==> config.mk <==
export PLATFORM = sky130hd
export DESIGN_NAME = speck_key_schedule_flat
export DESIGN_NICKNAME = d
export VERILOG_FILES = /design/src/rtl/speck_key_schedule_pkg.sv /design/src/rtl/speck_key_schedule_if.sv /design/src/rtl/speck_ks_step.sv /design/src/rtl/speck_key_schedule.sv /design/src/flat_wrapper.sv
export SDC_FILE = /design/constraint.sdc
export NUM_CORES = 1
export LEC_CHECK = 0
export BUFFER_PORTS_ARGS = -buffer_cell sky130_fd_sc_hd__buf_2
export CAP_MARGIN = 20
export CORE_UTILIZATION = 60
export DETAILED_ROUTE_END_ITERATION = 7
export HOLD_SLACK_MARGIN = 0.03
export PLACE_DENSITY = 0.84
export SLEW_MARGIN = 10
export SYNTH_ARGS = -nofsm -noshare
export SYNTH_HDL_FRONTEND = slang
export SYNTH_SLANG_ARGS = --single-unit
export TNS_END_PERCENT = 10
==> constraint.sdc <==
create_clock -name clk -period 6.5 [get_ports clk]
set_input_delay 0.325 -clock clk [delete_from_list [all_inputs] [get_ports clk]]
set_output_delay 0.325 -clock clk [all_outputs]
set_load 0.03 [all_outputs]
==> src/rtl/speck_key_schedule_pkg.sv <==
// Shared types and default parameters for the SPECK key-schedule block.
package speck_key_schedule_pkg;

  // Controller states; the encodings are visible on the debug state output.
  typedef enum logic [1:0] {
    KS_IDLE   = 2'd0,
    KS_LOAD   = 2'd1,
    KS_STREAM = 2'd2
  } ks_state_e;

  // Speck32/64 defaults.
  localparam int KS_WORD_W    = 16;
  localparam int KS_KEY_WORDS = 4;
  localparam int KS_ROUNDS    = 22;
  localparam int KS_ALPHA     = 7;
  localparam int KS_BETA      = 2;

endpackage

==> src/rtl/speck_key_schedule_if.sv <==
// Subkey stream bundle: valid/ready handshake plus round index and last flag.
interface speck_key_schedule_if
  import speck_key_schedule_pkg::*;
#(
  parameter int WORD_W = KS_WORD_W,
  parameter int ROUNDS = KS_ROUNDS
) ();

  localparam int IDX_W = $clog2(ROUNDS);

  logic [WORD_W-1:0] subkey;
  logic              subkey_valid;
  logic              subkey_ready;
  logic [IDX_W-1:0]  round_idx;
  logic              last;

  modport master (
    output subkey, subkey_valid, round_idx, last,
    input  subkey_ready
  );

  modport slave (
    input  subkey, subkey_valid, round_idx, last,
    output subkey_ready
  );

endinterface

==> src/rtl/speck_ks_step.sv <==
// One SPECK key-schedule step, purely combinational:
//   nl = (k + ROR(l0, ALPHA)) ^ idx ;  nk = ROL(k, BETA) ^ nl
module speck_ks_step
  import speck_key_schedule_pkg::*;
#(
  parameter int WORD_W = KS_WORD_W,
  parameter int IDX_W  = 5,
  parameter int ALPHA  = KS_ALPHA,
  parameter int BETA   = KS_BETA
) (
  input  logic [WORD_W-1:0] k_i,
  input  logic [WORD_W-1:0] l0_i,
  input  logic [IDX_W-1:0]  idx_i,
  output logic [WORD_W-1:0] nl_o,
  output logic [WORD_W-1:0] nk_o
);

  logic [WORD_W-1:0] l_ror;
  logic [WORD_W-1:0] k_rol;

  assign l_ror = (l0_i >> ALPHA) | (l0_i << (WORD_W - ALPHA));
  assign k_rol = (k_i << BETA) | (k_i >> (WORD_W - BETA));
  // Sum wraps modulo 2^WORD_W; the round index is zero-extended before the XOR.
  assign nl_o  = (k_i + l_ror) ^ WORD_W'(idx_i);
  assign nk_o  = k_rol ^ nl_o;

endmodule

==> src/rtl/speck_key_schedule.sv <==
// SPECK key schedule: expands a stored master key into ROUNDS subkeys that
// stream out in round order over a valid/ready handshake.
// Optional macro KEY_CACHE_EN adds a ROUNDS-entry subkey cache with a
// registered random-access read port (for reverse-order decrypt use).
module speck_key_schedule
  import speck_key_schedule_pkg::*;
#(
  parameter int  WORD_W    = KS_WORD_W,
  parameter int  KEY_WORDS = KS_KEY_WORDS,
  parameter int  ROUNDS    = KS_ROUNDS,
  parameter int  ALPHA     = KS_ALPHA,
  parameter int  BETA      = KS_BETA,
  localparam int IDX_W     = $clog2(ROUNDS)
) (
  input  logic                        clk,
  input  logic                        rst,
  input  logic [WORD_W*KEY_WORDS-1:0] key_in,
  input  logic                        key_load,
  input  logic                        restart,
  speck_key_schedule_if.master        ks_if,
  output logic                        busy,
  input  logic [IDX_W-1:0]            rd_addr,
  output logic [WORD_W-1:0]           rd_data,
  output logic                        cache_valid,
  output logic [1:0]                  state_response
);

  ks_state_e                   state_q, state_d;
  logic [WORD_W*KEY_WORDS-1:0] master_q;
  logic [WORD_W-1:0]           k_q;
  logic [WORD_W-1:0]           l_q [KEY_WORDS-1];
  logic [IDX_W-1:0]            idx_q;
  logic                        valid_q;
  logic [WORD_W-1:0]           nl, nk;
  logic                        handshake, at_last, advance, start_load;

  assign at_last    = (idx_q == IDX_W'(ROUNDS - 1));
  assign handshake  = valid_q & ks_if.subkey_ready;
  assign advance    = handshake & ~at_last;
  assign start_load = (state_q == KS_IDLE) & key_load;

  speck_ks_step #(
    .WORD_W (WORD_W),
    .IDX_W  (IDX_W),
    .ALPHA  (ALPHA),
    .BETA   (BETA)
  ) u_step (
    .k_i   (k_q),
    .l0_i  (l_q[0]),
    .idx_i (idx_q),
    .nl_o  (nl),
    .nk_o  (nk)
  );

  // Next-state logic: key_load and restart are only looked at in IDLE.
  always_comb begin
    state_d = state_q;
    unique case (state_q)
      KS_IDLE:   if (key_load || restart) state_d = KS_LOAD;
      KS_LOAD:   state_d = KS_STREAM;
      KS_STREAM: if (handshake && at_last) state_d = KS_IDLE;
      default:   state_d = KS_IDLE;
    endcase
  end

  // State register.
  always_ff @(posedge clk or posedge rst) begin
    if (rst) state_q <= KS_IDLE;
    else     state_q <= state_d;
  end

  // Master key is captured only by a key_load seen in IDLE; restart reuses it.
  always_ff @(posedge clk or posedge rst) begin
    if (rst)             master_q <= '0;
    else if (start_load) master_q <= key_in;
  end

  // k word, round index and valid flag; everything holds while ready is low.
  always_ff @(posedge clk or posedge rst) begin
    if (rst) begin
      k_q     <= '0;
      idx_q   <= '0;
      valid_q <= 1'b0;
    end else begin
      case (state_q)
        KS_LOAD: begin
          k_q     <= master_q[WORD_W-1:0];
          idx_q   <= '0;
          valid_q <= 1'b1;
        end
        KS_STREAM: begin
          if (handshake && at_last) begin
            valid_q <= 1'b0;
          end else if (advance) begin
            k_q   <= nk;
            idx_q <= idx_q + 1'b1;
          end
        end
        default: ;
      endcase
    end
  end

  // l words form a shift queue: each step drops l[0] and appends the new l.
  generate
    for (genvar gi = 0; gi < KEY_WORDS - 1; gi++) begin : g_l
      if (gi == KEY_WORDS - 2) begin : g_tail
        // Tail word receives the freshly computed l.
        always_ff @(posedge clk or posedge rst) begin
          if (rst)                     l_q[gi] <= '0;
          else if (state_q == KS_LOAD) l_q[gi] <= master_q[WORD_W*(gi+1) +: WORD_W];
          else if (advance)            l_q[gi] <= nl;
        end
      end else begin : g_body
        // Body words shift down one place per step.
        always_ff @(posedge clk or posedge rst) begin
          if (rst)                     l_q[gi] <= '0;
          else if (state_q == KS_LOAD) l_q[gi] <= master_q[WORD_W*(gi+1) +: WORD_W];
          else if (advance)            l_q[gi] <= l_q[gi+1];
        end
      end
    end
  endgenerate

  assign ks_if.subkey       = k_q;
  assign ks_if.subkey_valid = valid_q;
  assign ks_if.round_idx    = idx_q;
  assign ks_if.last         = valid_q & at_last;
  assign busy               = (state_q != KS_IDLE);
  assign state_response     = state_q;

`ifdef KEY_CACHE_EN
  logic [WORD_W-1:0] cache_q [ROUNDS];
  logic [WORD_W-1:0] rd_data_q;
  logic              cache_valid_q;

  // Cache write: the subkey at round_idx is stored on every accepted transfer.
  always_ff @(posedge clk) begin
    if (handshake) cache_q[idx_q] <= k_q;
  end

  // Registered read; addresses beyond the last round return zero.
  always_ff @(posedge clk or posedge rst) begin
    if (rst)                       rd_data_q <= '0;
    else if (int'(rd_addr) < ROUNDS) rd_data_q <= cache_q[rd_addr];
    else                           rd_data_q <= '0;
  end

  // Cache is complete after the final handshake; a new master key invalidates it.
  always_ff @(posedge clk or posedge rst) begin
    if (rst)                          cache_valid_q <= 1'b0;
    else if (start_load)              cache_valid_q <= 1'b0;
    else if (handshake && at_last)    cache_valid_q <= 1'b1;
  end

  assign rd_data     = rd_data_q;
  assign cache_valid = cache_valid_q;
`else
  logic unused_rd_addr;

  assign unused_rd_addr = ^rd_addr;
  assign rd_data        = '0;
  assign cache_valid    = 1'b0;
`endif

endmodule
==> src/flat_wrapper.sv <==
// flat-port wrapper written by rule: the top's interface ports become plain ports
module speck_key_schedule_flat import speck_key_schedule_pkg::*;
#(
  parameter int  WORD_W    = KS_WORD_W,
  parameter int  KEY_WORDS = KS_KEY_WORDS,
  parameter int  ROUNDS    = KS_ROUNDS,
  parameter int  ALPHA     = KS_ALPHA,
  parameter int  BETA      = KS_BETA,
  localparam int IDX_W     = $clog2(ROUNDS)
)
  (clk, rst, key_in, key_load, restart, busy, rd_addr, rd_data, cache_valid, state_response, ks_if_subkey, ks_if_subkey_valid, ks_if_round_idx, ks_if_last, ks_if_subkey_ready);
  speck_key_schedule_if #(.WORD_W(WORD_W), .ROUNDS(ROUNDS)) ks_if_i ();
  input  logic clk;
  input  logic rst;
  input  logic [WORD_W*KEY_WORDS-1:0] key_in;
  input  logic key_load;
  input  logic restart;
  output logic busy;
  input  logic [IDX_W-1:0] rd_addr;
  output logic [WORD_W-1:0] rd_data;
  output logic cache_valid;
  output logic [1:0] state_response;
  output wire logic [$bits(ks_if_i.subkey)-1:0] ks_if_subkey;
  output wire logic [$bits(ks_if_i.subkey_valid)-1:0] ks_if_subkey_valid;
  output wire logic [$bits(ks_if_i.round_idx)-1:0] ks_if_round_idx;
  output wire logic [$bits(ks_if_i.last)-1:0] ks_if_last;
  input wire logic [$bits(ks_if_i.subkey_ready)-1:0] ks_if_subkey_ready;
  assign ks_if_subkey = ks_if_i.subkey;
  assign ks_if_subkey_valid = ks_if_i.subkey_valid;
  assign ks_if_round_idx = ks_if_i.round_idx;
  assign ks_if_last = ks_if_i.last;
  assign ks_if_i.subkey_ready = ks_if_subkey_ready;
  speck_key_schedule #(.WORD_W(WORD_W), .KEY_WORDS(KEY_WORDS), .ROUNDS(ROUNDS), .ALPHA(ALPHA), .BETA(BETA)) u_core (.clk(clk), .rst(rst), .key_in(key_in), .key_load(key_load), .restart(restart), .ks_if(ks_if_i), .busy(busy), .rd_addr(rd_addr), .rd_data(rd_data), .cache_valid(cache_valid), .state_response(state_response));
endmodule
# ---- Yosys cells after proc, flatten, opt, wreduce, memory -nomap -nowiden
# Cells that the tools add are included.
dict set report word_totals {
  ff_bits 136
  latch_bits 0
  ram_bits 0
  romBits 0
  input_bits 74
  out_inout_bits 43
  wordCells 52
  n_memories 0
}
dict set report op_classes {
  addsub 2
  mul 0
  div_mod_pow 0
  n_lt_le_gt_ge 0
  eq_ne 7
  shifts 0
  muxes 17
  bitwise_logic 9
  reduce_logical 9
}
# op n
set op_table {}
lappend op_table {{$mux 16} 8}
lappend op_table {{$pmux 16 s2} 1}
lappend op_table {{$add 16x16->16} 1}
lappend op_table {{$or 16x2->16} 1}
lappend op_table {{$or 9x16->16} 1}
lappend op_table {{$xor 16x16->16} 1}
lappend op_table {{$xor 16x5->16} 1}
lappend op_table {{$mux 5} 2}
lappend op_table {{$pmux 5 s2} 1}
lappend op_table {{$pmux 2 s3} 1}
lappend op_table {{$reduce_bool 2->1} 3}
lappend op_table {{$add 5x1->5 const B} 1}
lappend op_table {{$eq 5x5->1 const B} 1}
lappend op_table {{$and 1x1->1} 4}
lappend op_table {{$mux 2} 2}
lappend op_table {{$ne 2x1->1 const B} 2}
lappend op_table {{$ne 2x2->1 const B} 2}
lappend op_table {{$reduce_and 2->1} 2}
lappend op_table {{$reduce_and 3->1} 1}
lappend op_table {{$eq 2x1->1 const B} 1}
lappend op_table {{$eq 2x2->1 const B} 1}
lappend op_table {{$logic_not 2->1} 1}
lappend op_table {{$pmux 1 s2} 1}
lappend op_table {{$logic_and 1x1->1} 1}
lappend op_table {{3 further kinds} 3}

# ---- Depth between registers and ports, before layout
dict set report logic_depth {
  ltp_word 7
  mapped_depth 11
  depth_no_buf 10
}

# ---- Hierarchy
# Synthesis repeated with hierarchy kept, for this count alone.
dict set report hier_totals {
  cells_unflattened 725
  area_unflattened_um2 7364.6
}
# module instances cells_per_inst area_per_inst_um2 seq_area_each_um2
set modules_own_cells {}
lappend modules_own_cells {speck_key_schedule 1 596 6392.4 3403.3}
lappend modules_own_cells {speck_ks_step 1 129 972.2 0.0}

# ---- Least setup slack after synthesis
# No wires, ideal clock.
dict set report synth_timing {
  path_kind {register to register}
  start {register u_core.k_q[5], in the netlist u_core.ks_if.subkey[5]}
  end {register u_core.k_q[12], in the netlist u_core.ks_if.subkey[12]}
  setup_ns 0.124
  t_arrival_ns 2.446
  required_time_ns 6.376
  slack_ns 3.930
  stages_incl_launch_ff 9
  n_path_buf 0
  period_less_slack_ns 2.570
  cell_sequence {dfrtp_1 > ha_1 > and2_4 > a221oi_4 > a21oi_2 > or4_1 > and4_1 > mux2i_1 > a211o_1}
}
dict set report synth_between {
  elab_chain_cells 6
}
# element line_no
set synth_lines {}
lappend synth_lines {{start, declared} speck_key_schedule.sv:30} ;# logic [WORD_W-1:0] k_q;
lappend synth_lines {{start signal, assigned} speck_key_schedule.sv:87} ;# k_q <= master_q[WORD_W-1:0];
lappend synth_lines {{start signal, assigned} speck_key_schedule.sv:95} ;# k_q <= nk;
lappend synth_lines {{$add 16x16->16} speck_ks_step.sv:24} ;# assign nl_o = (k_i + l_ror) ^ WORD_W'(idx_i);
lappend synth_lines {{$xor 16x5->16} speck_ks_step.sv:24}
lappend synth_lines {{$xor 16x16->16} speck_ks_step.sv:25} ;# assign nk_o = k_rol ^ nl_o;
lappend synth_lines {{$mux 16} speck_key_schedule.sv:94} ;# end else if (advance) begin
lappend synth_lines {{$mux 16} speck_key_schedule.sv:92} ;# if (handshake && at_last) begin
lappend synth_lines {{$pmux 16 s2} speck_key_schedule.sv:85} ;# case (state_q)
# No other way between the ends. The select of a mux whose other input is x is not followed.
# A chain may end at the register's enable or synchronous reset.

# ---- Worst setup path after layout
dict set report layout_timing {
  start {register u_core.idx_q[1], in the netlist u_core.ks_if.round_idx[1]}
  end {register u_core.idx_q[3], in the netlist u_core.ks_if.round_idx[3]}
}
dict set report layout_between {
  elab_chain_cells 5
  elab_cells_between_ends 11
  classes_between {1 x add/sub; 3 x eq/ne; 3 x mux; 2 x bitwise; 2 x reduce/logical}
}
# element line_no
set layout_lines {}
lappend layout_lines {{start, declared} speck_key_schedule.sv:32} ;# logic [IDX_W-1:0] idx_q;
lappend layout_lines {{start signal, assigned} speck_key_schedule.sv:96} ;# idx_q <= idx_q + 1'b1;
lappend layout_lines {{branches (longest 5 deep; another with $add 5x1->5)} -}
# Several ways; the timed one is not identified. The select of a mux whose other input is x is not followed.

==> flow_summary.json <==
{
  "run_status": "complete, no violations",
  "numPlacedInstances": 828,
  "clock-skew-final_ns": 0.00600,
  "grt_overflow": 0,
  "reg2regPathDepth": 7,
  "htree_levels": 4,
  "rows": 38,
  "drv.max_cap_violation_count": 0,
  "detailroute.via_count": 5146,
  "n_fill_cell": 730,
  "hp-class": "input pin to async pin",
  "gp_routability_congestion": 0.951,
  "worstPathMaxFanout": 21,
  "total_stage_count_of_the_critical_path": 7,
  "clk_path_buf_depth": 2,
  "fin_setup_tns_ns": 0,
  "route.detailed.drc": 0,
  "number_of_routed_nets_with_antenna_violations": 0,
  "firstDrtPassIters": 5,
  "final.min_clock_period_ns": 3.19,
  "wirelength_um": 16100,
  "synthesis.instances": 623,
  "power_per_cell_area_nw_per_um2": 624,
  "post_layout_nonfiller_instances": 859,
  "critical_path.cell_chain": "inv_1, ha_1, and4b_1, or2_1, a21boi_2, nand2_1, o31ai_1",
  "crit_path_max_incr_delay_ns": 0.77,
  "max_freq_mhz": 314,
  "yosys_warnings": 0,
  "start_kind": "flip-flop",
  "worstSkewPairLatency_ns": 0.42,
  "yosys_most_used_dff": "dfrtp_1",
  "maxSlewHeadroom": 0.311,
  "dp_hpwl_um": 10700,
  "grt_start_max_net_pins": 99,
  "worst_ir_drop_vdd_uv": 494,
  "timing.critical_path.to_type": "flip-flop",
  "register_bit_count_reported_by_yosys": 136,
  "clock_tree_from_tritoncts": "built",
  "grt_pass1_wl_um": 25600,
  "syn_area_um2": 6870,
  "yosysSeqAreaShare": 0.495,
  "cts-buffers-inserted": 17,
  "flow.area_growth_from_synthesis_pct": 16.3,
  "count_of_buffers_inserted_at_the_top_level_ports": 94,
  "cts_num_sinks": 136,
  "drt-initial-drc-count": 460,
  "grt_pass1_vias": 5090,
  "core-area_um2": 11000,
  "cp_slowest_cell": "a21boi_2",
  "synth-edff-count": 0,
  "fp.dieH_um": 109,
  "final.period_utilization": 0.490,
  "worst_ep_arrival_ns": 3.50,
  "global_route.usage.total": 0.290,
  "clockRootBuffer": "clkbuf_16",
  "floorplan.die_area_um2": 11900,
  "nNetsFinal": 803,
  "cp.required_ns": 6.82,
  "wl_per_cell_um": 18.7,
  "power_leakage_nw": 3.78,
  "drive_gt1_frac": 0.287,
  "clkTransAtPathRegs_ns": 0.06,
  "final_hold_fails": 0,
  "num_antenna_cells": 0,
  "grt_antenna_before_repair": 0,
  "criticalPathCategory": "flip-flop to flip-flop",
  "cts_hold_repair.buffers": 0,
  "start_util": 0.626,
  "die_x_um": 109,
  "worst_slew_pin_slew_ns": 1.03,
  "cp_top_family": "simple AND/OR/NAND/NOR gates",
  "syn_avg_cell_area_um2": 11.0,
  "unique_masters_post_synth": 53,
  "post_cts_sizing_count": 0,
  "report.final.slew_viol_count": 0,
  "count_of_pins_on_the_block_boundary": 117,
  "setup_viol_count_final": 0,
  "synthArstFlopShare": 1.00,
  "cts_setup_buffers": 0,
  "grt_setup_unrepaired": "no",
  "via_count_normalized_by_instance_count": 5.99,
  "worst-path-buf-inv": 1
}
stage by stage:
| step | power, mW | util | setup WS, ns | hold slack, ns | cell area (um^2) |
|---|---|---|---|---|---|
| 5_1_grt | 5.27 | 0.728 | 3.14 | 0.0821 | 7990 |
| 6_report | 4.99 | 0.728 | 3.31 | 0.0268 | 7990 |
| 4_1_cts | 4.97 | 0.728 | 3.39 | 0.0464 | 7990 |
| 3_3_place_gp | 3.75 | 0.670 | 3.56 | 0.462 | 7360 |
| 2_1_floorplan | 3.28 | - | 2.54 | 0.444 | 6930 |
| 3_5_place_dp | 3.87 | 0.670 | 3.45 | 0.468 | 7360 |
layout by cell type (no fill, tap or decap), types with 2 or more instances in the layout:
cell type	synthesis	routed
dfrtp_1	136	136
a211o_1	3	3
bufinv_16	0	4
nand3_1	10	10
nor2_1	14	14
clkbuf_16	0	17
buf_2	6	94
o211ai_1	3	3
o21ai_0	61	61
o221a_2	2	2
inv_6	0	2
nor2b_1	5	5
nand3b_1	3	3
xor2_1	5	5
xnor2_1	23	23
mux2_2	66	66
clkinvlp_4	0	3
nand4_1	4	4
o41a_1	2	2
ha_1	21	20
a31oi_1	4	4
clkbuf_8	0	2
and3_1	7	7
o31ai_1	3	3
conb_1	1	17
clkinv_2	0	2
inv_1	13	12
a211oi_1	2	2
buf_4	17	5
nand4b_1	3	3
nand2_1	75	74
a21o_1	9	9
a21oi_1	26	26
mux2i_1	46	46
o21a_1	4	4
cell usage after synthesis, types with 2 or more instances:
cell type / n / area share
nand2_1: 75 / 0.041
o41a_1: 2 / 0.0033
a21oi_1: 26 / 0.019
xor2_1: 5 / 0.0064
a31oi_1: 4 / 0.0036
o21a_1: 4 / 0.0044
inv_1: 13 / 0.0071
o211ai_1: 3 / 0.0033
buf_2: 6 / 0.0044
nor2b_1: 5 / 0.0046
a211o_1: 3 / 0.0038
nand4_1: 4 / 0.0036
xnor2_1: 23 / 0.029
ha_1: 21 / 0.038
o21ai_0: 61 / 0.044
mux2_2: 66 / 0.11
nand3b_1: 3 / 0.0033
mux2i_1: 46 / 0.067
o221a_2: 2 / 0.0033
nand4b_1: 3 / 0.0038
a21o_1: 9 / 0.0098
dfrtp_1: 136 / 0.50
a211oi_1: 2 / 0.0022
clkbuf_1: 26 / 0.014
nand3_1: 10 / 0.0073
o31ai_1: 3 / 0.0033
nor2_1: 14 / 0.0076
buf_4: 17 / 0.019
and3_1: 7 / 0.0064
report_power, final:
part	total, mW	switching [mW]	leakage (nW)	internal, mW
logic	2.35	1.36	1.84	0.990
clock network	1.03	0.367	0.299	0.661
registers	1.61	0.332	1.64	1.28
total	4.99	2.06	3.78	2.93
per-layer routing:
layer,vias up,part of all wire,track usage
li1,2328,-,-
met1,2557,0.40,0.350
met2,202,0.50,0.483
met3,59,0.059,0.0687
met4,0,0.043,0.149
met5,-,0,0
worst register-to-register path, cell delays in order, from the launching register on:
cell	delay (ns)
dfrtp_1	0.45
inv_1	0.08
ha_1	0.18
and4b_1	0.30
or2_1	0.64
a21boi_2	0.77
nand2_1	0.32
o31ai_1	0.34
cell type report:
| cell class | count | area [um^2] | share of cell area |
|---|---|---|---|
| sequential | 136 | 3400 | 0.426 |
| multi-input combinational | 440 | 3230 | 0.404 |
| clock inverter | 11 | 170 | 0.0213 |
| tap | 140 | 175 | 0.0219 |
| clock buffer | 20 | 457 | 0.0572 |
| inverter | 13 | 51.3 | 0.00642 |
| timing repair buffer | 99 | 508 | 0.0636 |
final timing paths:
kind | from | end | slack, ns
min reg2reg | u_core.master_q[46]$_DFFE_PP0P_ | u_core.l_q[30]$_DFFE_PP0P_ | 0.49
min in group clk | key_in[7] | u_core.master_q[7]$_DFFE_PP0P_ | 0.13
min | rst | u_core.master_q[6]$_DFFE_PP0P_ | 0.03
max in group asynchronous | rst | u_core.master_q[47]$_DFFE_PP0P_ | 5.03
max | u_core.ks_if.round_idx[1]$_DFFE_PP0P_ | u_core.ks_if.round_idx[3]$_DFFE_PP0P_ | 3.31
max reg2reg | u_core.ks_if.round_idx[1]$_DFFE_PP0P_ | u_core.ks_if.round_idx[3]$_DFFE_PP0P_ | 3.31
flip-flops by register name (all words and copies together) (netlist names):
name                       cells
u_core.master_q               64
u_core.l_q                    48
u_core.ks_if.subkey           16
u_core.ks_if.round_idx         5
u_core.state_response          2
u_core.ks_if.subkey_valid      1
cells by family after synthesis:
group	Yosys count	synth area share
flops	136	0.495
simple gates	133	0.0914
compound gates	127	0.113
mux	112	0.175
buf+inv	63	0.0448
xor+xnor	29	0.0390
fa+ha+maj	22	0.0412
other cells	1	0.000546
Note: power is estimated with default switching activity, not from simulation.
